### config.mk
export PLATFORM = sky130hd
export DESIGN_NAME = pll_clk_monitor
export DESIGN_NICKNAME = d
export VERILOG_FILES = /design/src/rtl/pll_clk_monitor.sv
export SDC_FILE = /design/constraint.sdc
export NUM_CORES = 1
export LEC_CHECK = 0
export BUFFER_PORTS_ARGS = -buffer_cell sky130_fd_sc_hd__buf_2
export CORE_ASPECT_RATIO = 2
export CORE_MARGIN = 8
export CORE_UTILIZATION = 25
export CTS_CLUSTER_SIZE = 20
export DETAILED_ROUTE_END_ITERATION = 7
export PLACE_DENSITY = 0.4
export SLEW_MARGIN = 5
export SYNTH_ARGS = -nofsm -noshare
export SYNTH_HDL_FRONTEND = slang
export SYNTH_SLANG_ARGS = --single-unit
### constraint.sdc
create_clock -name CLK -period 5.79 [get_ports CLK]
set_clock_uncertainty 0.1 [all_clocks]
set_input_delay 1.158 -clock CLK [delete_from_list [all_inputs] [get_ports CLK]]
set_output_delay 1.158 -clock CLK [all_outputs]
set_load 0.01 [all_outputs]
### src/rtl/pll_clk_monitor.sv
// PLL output qualifier: counts CLK cycles over a window of REF_CLK periods and
// raises CLK_GOOD once LOCK is held and enough consecutive windows are in tolerance.
//
// state     | meaning
// ----------+------------------------------------------------------------
// S_IDLE    | no lock; counters held at zero
// S_ALIGN   | locked; waiting for a REF_CLK rising edge to open a window
// S_MEASURE | counting CLK cycles until REF_CYCLES ref edges or saturation
module pll_clk_monitor #(
  parameter int REF_CYCLES     = 16,
  parameter int EXPECTED_COUNT = 160,
  parameter int TOLERANCE      = 2,
  parameter int STABLE_WINDOWS = 4,
  parameter int COUNT_WIDTH    = 16
) (
  input  logic                   CLK,
  input  logic                   RESET,
  input  logic                   REF_CLK,
  input  logic                   LOCK,
  output logic [COUNT_WIDTH-1:0] MEAS_COUNT,
  output logic                   MEAS_VALID,
  output logic                   CLK_GOOD,
  output logic                   FREQ_ERR
);

  localparam int EDGE_W = $clog2(REF_CYCLES + 1);
  localparam int GOOD_W = $clog2(STABLE_WINDOWS + 1);

  localparam logic [COUNT_WIDTH-1:0] CNT_MAX   = '1;
  localparam logic [COUNT_WIDTH-1:0] EXP_C     = COUNT_WIDTH'(EXPECTED_COUNT);
  localparam logic [COUNT_WIDTH:0]   TOL_C     = (COUNT_WIDTH+1)'(TOLERANCE);
  localparam logic [EDGE_W-1:0]      EDGE_LAST = EDGE_W'(REF_CYCLES - 1);
  localparam logic [GOOD_W-1:0]      GOOD_MAX  = GOOD_W'(STABLE_WINDOWS);

  typedef enum logic [1:0] {
    S_IDLE,
    S_ALIGN,
    S_MEASURE
  } state_t;

  state_t                  state;
  logic                    lock_m, lock_s;
  logic                    ref_m, ref_s, ref_d;
  logic                    ref_rise;
  logic [COUNT_WIDTH-1:0]  cnt;
  logic [COUNT_WIDTH-1:0]  cnt_inc;
  logic [EDGE_W-1:0]       edges;
  logic [GOOD_W-1:0]       good;
  logic [GOOD_W-1:0]       good_nx;
  logic signed [COUNT_WIDTH:0] diff;
  logic [COUNT_WIDTH:0]    diff_abs;
  logic                    in_tol;
  logic                    sat_end;
  logic                    ref_end;
  logic                    win_end;
  logic                    win_pass;

  logic [COUNT_WIDTH-1:0]  meas_count;
  logic                    meas_valid;
  logic                    clk_good;
  logic                    freq_err;

  // LOCK and REF_CLK are asynchronous to CLK; REF_CLK is treated as data.
  always_ff @(posedge CLK or posedge RESET) begin
    if (RESET) begin
      lock_m <= 1'b0;
      lock_s <= 1'b0;
      ref_m  <= 1'b0;
      ref_s  <= 1'b0;
      ref_d  <= 1'b0;
    end else begin
      lock_m <= LOCK;
      lock_s <= lock_m;
      ref_m  <= REF_CLK;
      ref_s  <= ref_m;
      ref_d  <= ref_s;
    end
  end

  assign ref_rise = ref_s & ~ref_d;

  // cnt_inc already includes the current cycle, so it is the window count on an end.
  assign cnt_inc  = (cnt == CNT_MAX) ? CNT_MAX : cnt + COUNT_WIDTH'(1);
  assign sat_end  = (cnt_inc == CNT_MAX);
  assign ref_end  = ref_rise && (edges == EDGE_LAST);
  assign win_end  = (state == S_MEASURE) && (sat_end || ref_end);

  assign diff     = $signed({1'b0, cnt_inc}) - $signed({1'b0, EXP_C});
  assign diff_abs = diff[COUNT_WIDTH] ? $unsigned(-diff) : $unsigned(diff);
  assign in_tol   = (diff_abs <= TOL_C);
  assign win_pass = in_tol && !sat_end;

  assign good_nx  = (good == GOOD_MAX) ? good : good + GOOD_W'(1);

  always_ff @(posedge CLK or posedge RESET) begin
    if (RESET) begin
      state      <= S_IDLE;
      cnt        <= '0;
      edges      <= '0;
      good       <= '0;
      meas_count <= '0;
      meas_valid <= 1'b0;
      clk_good   <= 1'b0;
      freq_err   <= 1'b0;
    end else begin
      meas_valid <= 1'b0;
      if (!lock_s) begin
        // Lock loss overrides any window ending in the same cycle.
        state    <= S_IDLE;
        cnt      <= '0;
        edges    <= '0;
        good     <= '0;
        clk_good <= 1'b0;
      end else begin
        case (state)
          S_IDLE: begin
            cnt   <= '0;
            edges <= '0;
            state <= S_ALIGN;
          end
          S_ALIGN: begin
            cnt   <= '0;
            edges <= '0;
            if (ref_rise) state <= S_MEASURE;
          end
          S_MEASURE: begin
            cnt <= cnt_inc;
            if (ref_rise) edges <= edges + EDGE_W'(1);
            if (win_end) begin
              meas_count <= cnt_inc;
              meas_valid <= 1'b1;
              cnt        <= '0;
              edges      <= '0;
              if (win_pass) begin
                good <= good_nx;
                if (good_nx == GOOD_MAX) clk_good <= 1'b1;
              end else begin
                good     <= '0;
                clk_good <= 1'b0;
                freq_err <= 1'b1;
              end
              // A ref edge that closes a window also opens the next one.
              if (sat_end) state <= S_ALIGN;
            end
          end
          default: state <= S_IDLE;
        endcase
      end
    end
  end

  assign MEAS_COUNT = meas_count;
  assign MEAS_VALID = meas_valid;
  assign CLK_GOOD   = clk_good;
  assign FREQ_ERR   = freq_err;

endmodule

==> flow_summary_export.csv <==
group,metric,value,unit
global_route,grt_pass1_wl,16330,um
yosys,synthAdderAreaFrac,0.03700,
yosys,synth_edf_count,0,
timing,finalCritPeriodShare,0.7897,
yosys,yosysWarnings,0,
timing,timing.fmax,218.7,MHz
power_and_ir_drop,leakagePower,1.666,nW
clock_tree,cts_buffers,5,
clock_tree,post_cts_buffers,0,
power_and_ir_drop,switching_share,0.2267,
routing,post-route-drc-count,0,
routing,vias_per_cell,5.469,
setup_path,critical_path_class,"register to register",
clock_tree,hold_buffers,0,
power_and_ir_drop,ir_drop,0.0001423,V
floorplan,die_area,17730,um2
placement,dp_hpwl,8025,um
routing,drtAntennaViolNets,0,
cells_and_area,drive_above_1_share,0.1754,
clock_tree,path_clk_slew,0.07,ns
cells_and_area,syn_to_final_growth,10.99,%
run_status,status,"finished, final reports clean",
yosys,synthesis.nets,382,
yosys,syn_area,3382,um2
power_and_ir_drop,combPwrFrac,0.026,
timing,grt_setup_unrepaired,"false",
global_route,grt_overflow_total,0,
clock_tree,cts.path.max_buffers,2,
power_and_ir_drop,internal_power,0.5174,mW
cells_and_area,layout_commonest_cell,"dfrtp_1",
cells_and_area,final_cell_mix,"50 x dfrtp_1, 34 x nand2_1, 32 x nor2_1",
yosys,synth_seq_cells,50,
routing,dr_total_vias,2937,
yosys,synth-main-ff-cell,"dfrtp_1",
timing,fin_crit,4.573,ns
global_route,grt_util_all_layers,0.1196,
setup_path,critPathMaxFanout,11,
timing,final-hold-violation-count,0,
power_and_ir_drop,power_density,178.2,nW/um2
clock_tree,cts_tree,"done",
setup_path,cp.required,5.87,ns
timing,maxSlewViolCount,0,
yosys,ys_async_sr_fraction,1.000,
clock_tree,clk_latency,0.29,ns
power_and_ir_drop,p_sw,0.1517,mW
floorplan,die_w,98.25,um
yosys,synth_compound_area_frac,0.2101,
yosys,yosysSeqAreaShare,0.3700,
yosys,syn_inst,368,
power_and_ir_drop,power_frac_clock,0.444,
floorplan,io_pins,23,
setup_path,startpoint_type,"register",
timing,tightest_slew,0.7622,ns
floorplan,rows,60,
clock_tree,cts_max_level,2,
placement,gp_congestion,0.8239,
yosys,synth_top_family_by_area,"simple AND/OR/NAND/NOR gates",
yosys,synthMuxAreaShare,0.05142,
yosys,synth_xor_area_frac,0.02849,
routing,dr.pass1.iters,4,
floorplan,die_h,180.5,um
cells_and_area,final_net_count,395,
timing,max-slew-margin-rel,0.4919,
clock_tree,cts_resized,0,
setup_path,crit_path_end_kind,"register",
yosys,avgSynthCellArea,9.190,um2
routing,initialDrtViolationCount,181,
global_route,grt_pass1_vias,2878,
flow_run,cap_violations,0,
global_route,grt_max_degree,51,
global_route,antenna_found_initial,0,
timing,setup_viol,0,
clock_tree,cts_num_sinks,50,
routing,finalWirelength,10360,um
min_path,hold_path_class,"register to register",
power_and_ir_drop,seqPwrFrac,0.530,
power_and_ir_drop,finalPower,0.6691,mW
clock_tree,cts_root_buffer,"clkbuf_16",
timing,timing.setup.tns,0,ns
floorplan,initial_utilization,0.2531,
placement,numPortBuffers,22,
yosys,synthDistinctLibCells,71,
cells_and_area,diodes,0,
floorplan,core_area,13360,um2
routing,wire_per_inst,19.29,um
yosys,synthSimpleGateAreaFrac,0.2575,
setup_path,arrival,4.65,ns
## cells in the mapped netlist, types with 2 or more instances
master     number  area [um2]
nor4_2          3       37.54
xor2_1          5       43.79
a32oi_1         3       26.28
ha_1           10       125.1
nor2b_1         7       43.79
a21oi_1        15       75.07
nand4_2         3       37.54
nand4b_1        2       17.52
nand3_2         2       20.02
nand2b_1        5       31.28
a211oi_1        2       15.01
or4_1           2       15.01
o2111ai_1       8       70.07
or3_1           4       25.02
and3_1          8       50.05
a31oi_1         4       25.02
clkbuf_1        6       22.52
nand2_1        34       127.6
o21ai_1         4       20.02
xnor2_1         6       52.55
a22o_1          7       61.31
a21o_1          2       15.01
and4b_1         2       20.02
nand3_1         7       35.03
a2111oi_0       2       17.52
buf_4           4       30.03
and2_1          8       50.05
o21ai_0        24       120.1
nor2_1         32       120.1
nand3b_1        2       15.01
buf_2           9       45.04
o211ai_1        2       15.01
mux2_2         11       123.9
dfrtp_1        50        1251
a31o_2          2       17.52
and4_1          2       17.52
a211oi_2        2       25.02
mux2i_1         5       50.05
nor3_1          8       40.04
inv_1          15       56.30
or2_2           2       12.51
nand4_1         8       50.05
## layer usage
metal / vias up / wire (um) / global-route usage
li1: 1389 / - / -
met1: 1457 / 3697 / 0.1124
met2: 68 / 5939 / 0.2358
met3: 23 / 265 / 0.01509
met4: 0 / 456 / 0.07059
met5: - / 0 / 0
## worst max-delay path, stage by stage, from the launching register on
cell and delay (ns):
dfrtp_1 0.53, ha_1 0.52, nand4_4 0.21, or4_1 0.81
o21ai_0 0.21, a21oi_1 0.14, ha_1 0.33, a21oi_2 0.20
o2111ai_1 0.14, a21o_1 0.21, a211o_1 0.27, a211oi_2 0.38
o2111ai_1 0.22, a21o_1 0.21
## path summary, 6_finish.rpt
kind,start,endpoint,slack [ns],cells past startpoint
worst max-delay path,cnt[0]$_DFFE_PP0P_,FREQ_ERR$_DFFE_PP0P_,1.22,13
worst min-delay path,lock_m$_DFF_PP0_,lock_s$_DFF_PP0_,0.25,0
worst max register to register,cnt[0]$_DFFE_PP0P_,FREQ_ERR$_DFFE_PP0P_,1.22,13
worst min register to register,lock_m$_DFF_PP0_,lock_s$_DFF_PP0_,0.25,0
max in group asynchronous,RESET,cnt[8]$_DFFE_PP0P_,4.19,3
min in group asynchronous,RESET,good[2]$_DFFE_PP0P_,0.94,3
## state kept, by name, summed over array words and instances (netlist names)
register / cells
ref_s: 1
edges: 5
state: 2
lock_m: 1
MEAS_VALID: 1
good: 3
ref_d: 1
lock_s: 1
MEAS_COUNT: 16
cnt: 16
ref_m: 1
FREQ_ERR: 1
CLK_GOOD: 1
## cell type report
cell class	count	area, um2
inverter	15	56.30
tap	155	193.9
clock inverter	2	13.76
clock buffer	6	128.9
fill	1432	9609
multi-input combinational	284	1977
timing repair buffer	25	132.6
sequential	50	1251
## logic make-up (layout without fill, tap and decap cells)
| kind of cell | count (synthesis) | in the layout |
|---|---|---|
| xor+xnor | 11 | 11 |
| fa+ha+maj | 10 | 10 |
| mux | 16 | 16 |
| buf+inv | 34 | 48 |
| compound gates | 97 | 97 |
| simple gates | 150 | 150 |
| flops | 50 | 50 |
## stage by stage
step	hold WS, ns	cells	util	instance area, um2	setup slack [ns]
finish	0.2517	537	0.2809	3754	1.217
floorplan	0.2312	368	-	3382	2.088
global placement	0.2388	529	0.2702	3611	1.384
global route	0.2597	537	0.2809	3754	0.9311
detailed placement	0.2403	529	0.2702	3611	1.261
CTS	0.2571	537	0.2809	3754	1.228
## power by group through the flow
| stage | Sequential [mW] | Combinational [mW] | Clock, mW |
|---|---|---|---|
| after floorplan | 0.360 | 0.0123 | 0 |
| after global placement | 0.362 | 0.0181 | 0 |
| after detailed placement | 0.362 | 0.0185 | 0 |
| after CTS | 0.355 | 0.0184 | 0.314 |
| after global routing | 0.355 | 0.0205 | 0.322 |
| final | 0.355 | 0.0176 | 0.297 |
No activity file was read; power rests on OpenSTA's default activity.
